==> src/rtl/frame_tick_scheduler.sv <==
// frame_tick_scheduler: per-frame sequencer for the entity update datapath.
// Latches the controller word on an accepted frame tick, then strobes each
// enabled slot in ascending order and waits for that slot's done handshake
// before moving to the next slot.
//
// Optional feature macro: SCHED_WATCHDOG_EN (per-slot WAIT watchdog).
//
// Ports:
//   clk            system clock
//   reset          asynchronous active-low reset
//   frame_tick     single-cycle frame pulse
//   input_data     raw controller word
//   slot_enable    per-slot enable, sampled when the slot is scanned
//   slot_done      per-slot completion handshake
//   clear_overrun  clears the sticky overrun flag
//   slot_start     one-hot, one-cycle start strobe
//   active_slot    index of the slot being scanned or awaited
//   input_latched  controller snapshot for the current frame
//   frame_busy     high from tick acceptance until frame_done
//   frame_done     one-cycle end-of-sequence pulse
//   overrun        sticky: tick arrived while busy
//   timeout_flags  sticky per-slot watchdog flags
module frame_tick_scheduler #(
    parameter int unsigned NUM_SLOTS = 4,
    parameter int unsigned INPUT_W   = 10,
    parameter int unsigned TIMEOUT   = 15
) (
    input  logic                 clk,
    input  logic                 reset,
    input  logic                 frame_tick,
    input  logic [INPUT_W-1:0]   input_data,
    input  logic [NUM_SLOTS-1:0] slot_enable,
    input  logic [NUM_SLOTS-1:0] slot_done,
    input  logic                 clear_overrun,
    output logic [NUM_SLOTS-1:0] slot_start,
    output logic [2:0]           active_slot,
    output logic [INPUT_W-1:0]   input_latched,
    output logic                 frame_busy,
    output logic                 frame_done,
    output logic                 overrun,
    output logic [NUM_SLOTS-1:0] timeout_flags
);

    localparam int unsigned IDX_W = 4;

    typedef enum logic [1:0] {
        S_IDLE = 2'd0,
        S_SCAN = 2'd1,
        S_WAIT = 2'd2
    } state_t;

    state_t               r_state, w_state_nxt;
    logic [IDX_W-1:0]     r_idx, w_idx_nxt;
    logic [NUM_SLOTS-1:0] r_slot_start, w_slot_start_nxt;
    logic [INPUT_W-1:0]   r_input_latched, w_input_latched_nxt;
    logic                 r_frame_busy, w_frame_busy_nxt;
    logic                 r_frame_done, w_frame_done_nxt;
    logic                 r_overrun, w_overrun_nxt;

    logic                 w_en_cur;
    logic                 w_done_cur;
    logic [NUM_SLOTS-1:0] w_onehot;

`ifdef SCHED_WATCHDOG_EN
    logic [7:0]           r_wd_cnt, w_wd_cnt_nxt;
    logic [NUM_SLOTS-1:0] r_timeout_flags, w_timeout_flags_nxt;
`else
    logic [7:0]           w_unused_timeout;
    assign w_unused_timeout = 8'(TIMEOUT);
`endif

    // Select the enable/done bits of the current slot; idx==NUM_SLOTS selects nothing.
    always_comb begin
        w_en_cur   = 1'b0;
        w_done_cur = 1'b0;
        w_onehot   = '0;
        for (int i = 0; i < int'(NUM_SLOTS); i++) begin
            if (r_idx == IDX_W'(i)) begin
                w_en_cur    = slot_enable[i];
                w_done_cur  = slot_done[i];
                w_onehot[i] = 1'b1;
            end
        end
    end

    // State and output registers.
    always_ff @(posedge clk or negedge reset) begin
        if (!reset) begin
            r_state         <= S_IDLE;
            r_idx           <= '0;
            r_slot_start    <= '0;
            r_input_latched <= '0;
            r_frame_busy    <= 1'b0;
            r_frame_done    <= 1'b0;
            r_overrun       <= 1'b0;
`ifdef SCHED_WATCHDOG_EN
            r_wd_cnt        <= '0;
            r_timeout_flags <= '0;
`endif
        end else begin
            r_state         <= w_state_nxt;
            r_idx           <= w_idx_nxt;
            r_slot_start    <= w_slot_start_nxt;
            r_input_latched <= w_input_latched_nxt;
            r_frame_busy    <= w_frame_busy_nxt;
            r_frame_done    <= w_frame_done_nxt;
            r_overrun       <= w_overrun_nxt;
`ifdef SCHED_WATCHDOG_EN
            r_wd_cnt        <= w_wd_cnt_nxt;
            r_timeout_flags <= w_timeout_flags_nxt;
`endif
        end
    end

    // Next-state and next-output logic.
    always_comb begin
        w_state_nxt         = r_state;
        w_idx_nxt           = r_idx;
        w_slot_start_nxt    = '0;
        w_input_latched_nxt = r_input_latched;
        w_frame_busy_nxt    = r_frame_busy;
        w_frame_done_nxt    = 1'b0;
`ifdef SCHED_WATCHDOG_EN
        w_wd_cnt_nxt        = r_wd_cnt;
        w_timeout_flags_nxt = r_timeout_flags;
`endif

        // A tick while busy is dropped; a coincident clear loses to the set.
        if (frame_tick && r_frame_busy) begin
            w_overrun_nxt = 1'b1;
        end else if (clear_overrun) begin
            w_overrun_nxt = 1'b0;
        end else begin
            w_overrun_nxt = r_overrun;
        end

        case (r_state)
            S_IDLE: begin
                if (frame_tick) begin
                    w_input_latched_nxt = input_data;
                    w_idx_nxt           = '0;
                    w_frame_busy_nxt    = 1'b1;
                    w_state_nxt         = S_SCAN;
                end
            end
            S_SCAN: begin
                if (r_idx == IDX_W'(NUM_SLOTS)) begin
                    w_frame_done_nxt = 1'b1;
                    w_frame_busy_nxt = 1'b0;
                    w_state_nxt      = S_IDLE;
                end else if (!w_en_cur) begin
                    w_idx_nxt = r_idx + IDX_W'(1);
                end else begin
                    w_slot_start_nxt = w_onehot;
`ifdef SCHED_WATCHDOG_EN
                    w_wd_cnt_nxt     = '0;
`endif
                    w_state_nxt      = S_WAIT;
                end
            end
            S_WAIT: begin
                if (w_done_cur) begin
                    w_idx_nxt   = r_idx + IDX_W'(1);
                    w_state_nxt = S_SCAN;
`ifdef SCHED_WATCHDOG_EN
                end else if (r_wd_cnt == 8'(TIMEOUT - 1)) begin
                    // TIMEOUT-th WAIT edge without done: flag the slot and skip it.
                    w_timeout_flags_nxt = r_timeout_flags | w_onehot;
                    w_idx_nxt           = r_idx + IDX_W'(1);
                    w_state_nxt         = S_SCAN;
                end else begin
                    w_wd_cnt_nxt = r_wd_cnt + 8'd1;
`endif
                end
            end
            default: begin
                w_state_nxt = S_IDLE;
            end
        endcase
    end

    assign slot_start    = r_slot_start;
    assign active_slot   = r_idx[2:0];
    assign input_latched = r_input_latched;
    assign frame_busy    = r_frame_busy;
    assign frame_done    = r_frame_done;
    assign overrun       = r_overrun;
`ifdef SCHED_WATCHDOG_EN
    assign timeout_flags = r_timeout_flags;
`else
    assign timeout_flags = '0;
`endif

endmodule

==> config.mk <==
export PLATFORM = sky130hd
export DESIGN_NAME = frame_tick_scheduler
export DESIGN_NICKNAME = d
export VERILOG_FILES = /design/src/rtl/frame_tick_scheduler.sv
export SDC_FILE = /design/constraint.sdc
export NUM_CORES = 1
export LEC_CHECK = 0
export CELL_PAD_IN_SITES_DETAIL_PLACEMENT = 1
export CELL_PAD_IN_SITES_GLOBAL_PLACEMENT = 2
export CORE_MARGIN = 5
export CORE_UTILIZATION = 34
export CTS_CLUSTER_DIAMETER = 120
export CTS_CLUSTER_SIZE = 30
export DETAILED_ROUTE_END_ITERATION = 8
export DONT_BUFFER_PORTS = 1
export PLACE_DENSITY = 0.74
export SKIP_LAST_GASP = 1
export SYNTH_ARGS = -nofsm -noshare
export SYNTH_HDL_FRONTEND = slang
export SYNTH_SLANG_ARGS = --single-unit
==> constraint.sdc <==
create_clock -name clk -period 2 [get_ports clk]
set_input_delay 0.6 -clock clk [delete_from_list [all_inputs] [get_ports clk]]
set_output_delay 0.6 -clock clk [all_outputs]
set_load 0.01 [all_outputs]
==> impl_metrics.yaml <==
drt:
  via_per_inst: 5.11
  drt-pass1-iter-count: 2
  wire_per_inst_um: 16.4
  initialDrtViolationCount: 34
  drc: 0
  antenna_left: 0
  wl_um: 2860
  dr_total_vias: 889
place:
  place_congestion: 0.786
  dp_hpwl_um: 2390
  dpl_cell_area_mm2: 0.00139
  io_buffer_count: 0
  post-place-ws_ps: -84.3
sta:
  finalSetupViolCount: 0
  rsz0062_at_grt: "true"
  finalClockSkew_ps: 3.84
  hold_viol: 0
  period_share_pct: 97.7
  finalWorstSetupSlack_ps: 46.8
  setup_tns_ps: 0
  drv_slew: 0
  fin_crit_ps: 1950
  fin_hold_ws_ps: 24.6
  fmax_ghz: 0.512
critical_path:
  cp.arrival_ps: 2120
  cp.required_ps: 2170
  slowest_stage: "dfrtp_2"
  r2r-end: "r_idx[3]"
  critPathMaxFanout: 4
  path_class: "reg -> reg"
  path_delay_family: "simple AND/OR/NAND/NOR gates"
  timing.critical_path.cells: "buf_4 -> ha_1 -> nand2_1 -> nor2_1 -> o211a_1 -> or3_4 -> o311ai_2"
  end_kind: "flip-flop"
  reg2reg_from: "r_idx[0]"
  rrSetupSlack_ps: 50
  r2r_cells: 7
  start_kind: "flip-flop"
  cpPeakStageDelay_ps: 460
  crit_buf_inv: 1
yosys:
  ys_ff_latch: 23
  synthTopCellsByArea: "dfrtp_1, mux2_1, ha_1, buf_4, mux2i_1"
  syn-mean-instance-area_um2: 11.2
  synth-simple-area-share_pct: 14.2
  synthXorXnorAreaFrac_pct: 0
  syn_inst: 112
  yosysWarnings: 0
  synth_top_family_by_area: "simple AND/OR/NAND/NOR gates"
  synth_edf_count: 0
  synthAdderAreaFrac_pct: 7.96
  synth_seq_area_share_pct: 45.8
  synthArstFlopShare_pct: 100
  netlist-cell-type-count: 36
  post_synth_instance_area_mm2: 0.00126
  synth_top_area_share_pct: 45.8
  synthMuxAreaShare_pct: 11.3
  synth_compound_area_share_pct: 12.5
  synth_top_area_cell: "dfrtp_1"
  ys.flop_type: "dfrtp_1"
clock_tree:
  cts-root-buf: "clkbuf_8"
  clk_path_buf_depth: 2
  postCtsSetupRepairBufs: 0
  hold_buffers: 0
  clkTransAtPathRegs_ps: 80
  cts_buffers: 3
  cts.sinks: 23
  clk_latency_ps: 260
  cts_tree: "yes"
  htreeDepth: 1
layout:
  drive_gt1_share_pct: 29.4
  layout_common_cells: "dfrtp_1, buf_4, mux2_1"
  area_growth_pct: 18.1
  final_common_cell: "dfrtp_1"
  fin_area_mm2: 0.00149
  nets: 157
  antenna_cells: 0
floorplanning:
  pin_count: 46
  coreArea_mm2: 0.00363
  fp.dieW_um: 70.8
  die_h_um: 70.8
  initial_core_util_pct: 34.6
  die_area_mm2: 0.00501
  row_count: 22
power:
  ir_drop_v: 0.000616
  totalPowerFinal_mw: 2.30
  power_leakage_nw: 0.674
  powerDensity_mw_per_mm2: 1550
run:
  cap_violations: 0
min_path:
  hold_class: "in -> async"
global_route:
  antenna_found_initial: 0
  grt_max_degree: 24
  grt_remaining_overflow: 0
  grt_pass1_wl_um: 4780
  grt_usage_pct: 11.7
  grt_pass1_vias: 945
status:
  status: "complete, no violations"
[area by class of cell]
| class | count | area, um2 |
|---|---|---|
| clock buffer | 4 | 45.0 |
| fill | 423 | 2150 |
| inverter | 6 | 25.0 |
| multi-input combinational | 76 | 649 |
| sequential | 23 | 578 |
| tap | 48 | 60.1 |
| timing repair buffer | 17 | 128 |
[synthesized netlist by cell type, types with 3 or more instances]
master and count:
o21ai_1 3, nor2b_1 3, nor2_1 4, dfrtp_1 23, mux2i_1 3, buf_4 8, inv_1 6, mux2_1 10
a21oi_1 4, ha_1 8, nand2_1 6, o21ai_0 3
[flip-flops by register name, indices dropped and copies added (netlist names)]
register	flops
r_idx	4
r_state	2
frame_busy	1
slot_start	4
input_latched	10
overrun	1
frame_done	1
[worst max path at each step]
stage,start,end,slack (ps),cells after the start
floorplan,r_state[0],r_idx[3],4,7
global placement,r_idx[0],r_idx[3],-20,7
detailed placement,r_idx[0],r_idx[3],-80,7
CTS,r_idx[1],r_idx[3],40,7
global route,r_idx[1],r_idx[3],-20,7
finish,r_idx[0],r_idx[3],50,7
[per-layer routing]
metal	track usage (%)	up-vias	wire [um]
met4	3.13	0	14
met5	0	-	0
met1	14.9	438	1260
met3	4.55	4	279
li1	-	409	-
met2	18.6	38	1310
[report_power, final]
part | switching, mW | internal, mW | total, mW
clock | 0.143 | 0.142 | 0.285
combinational | 0.548 | 0.586 | 1.13
sequential | 0.227 | 0.655 | 0.882
total | 0.917 | 1.38 | 2.30
[logic make-up (layout without fill, tap and decap cells)]
family	Yosys count	in the layout
AO/OA/AOI/OAI	22	22
adder cells (fa/ha/maj)	8	8
buffers and inverters	16	27
flip-flops	23	23
multiplexers	13	13
other	1	4
AND/OR/NAND/NOR	29	29
[what timing repair did]
item	CTS	global route
pin swaps	2	0
resized for setup	7	5
cloned	0	0
endpoints found under the setup margin	1	5
[per-stage QoR]
stage,utilization [%],cells
2_1_floorplan,-,115
3_3_place_gp,38.1,170
3_5_place_dp,38.1,170
4_1_cts,40.2,174
5_1_grt,40.9,174
6_report,40.9,174
(Power assumes the default switching activity.)
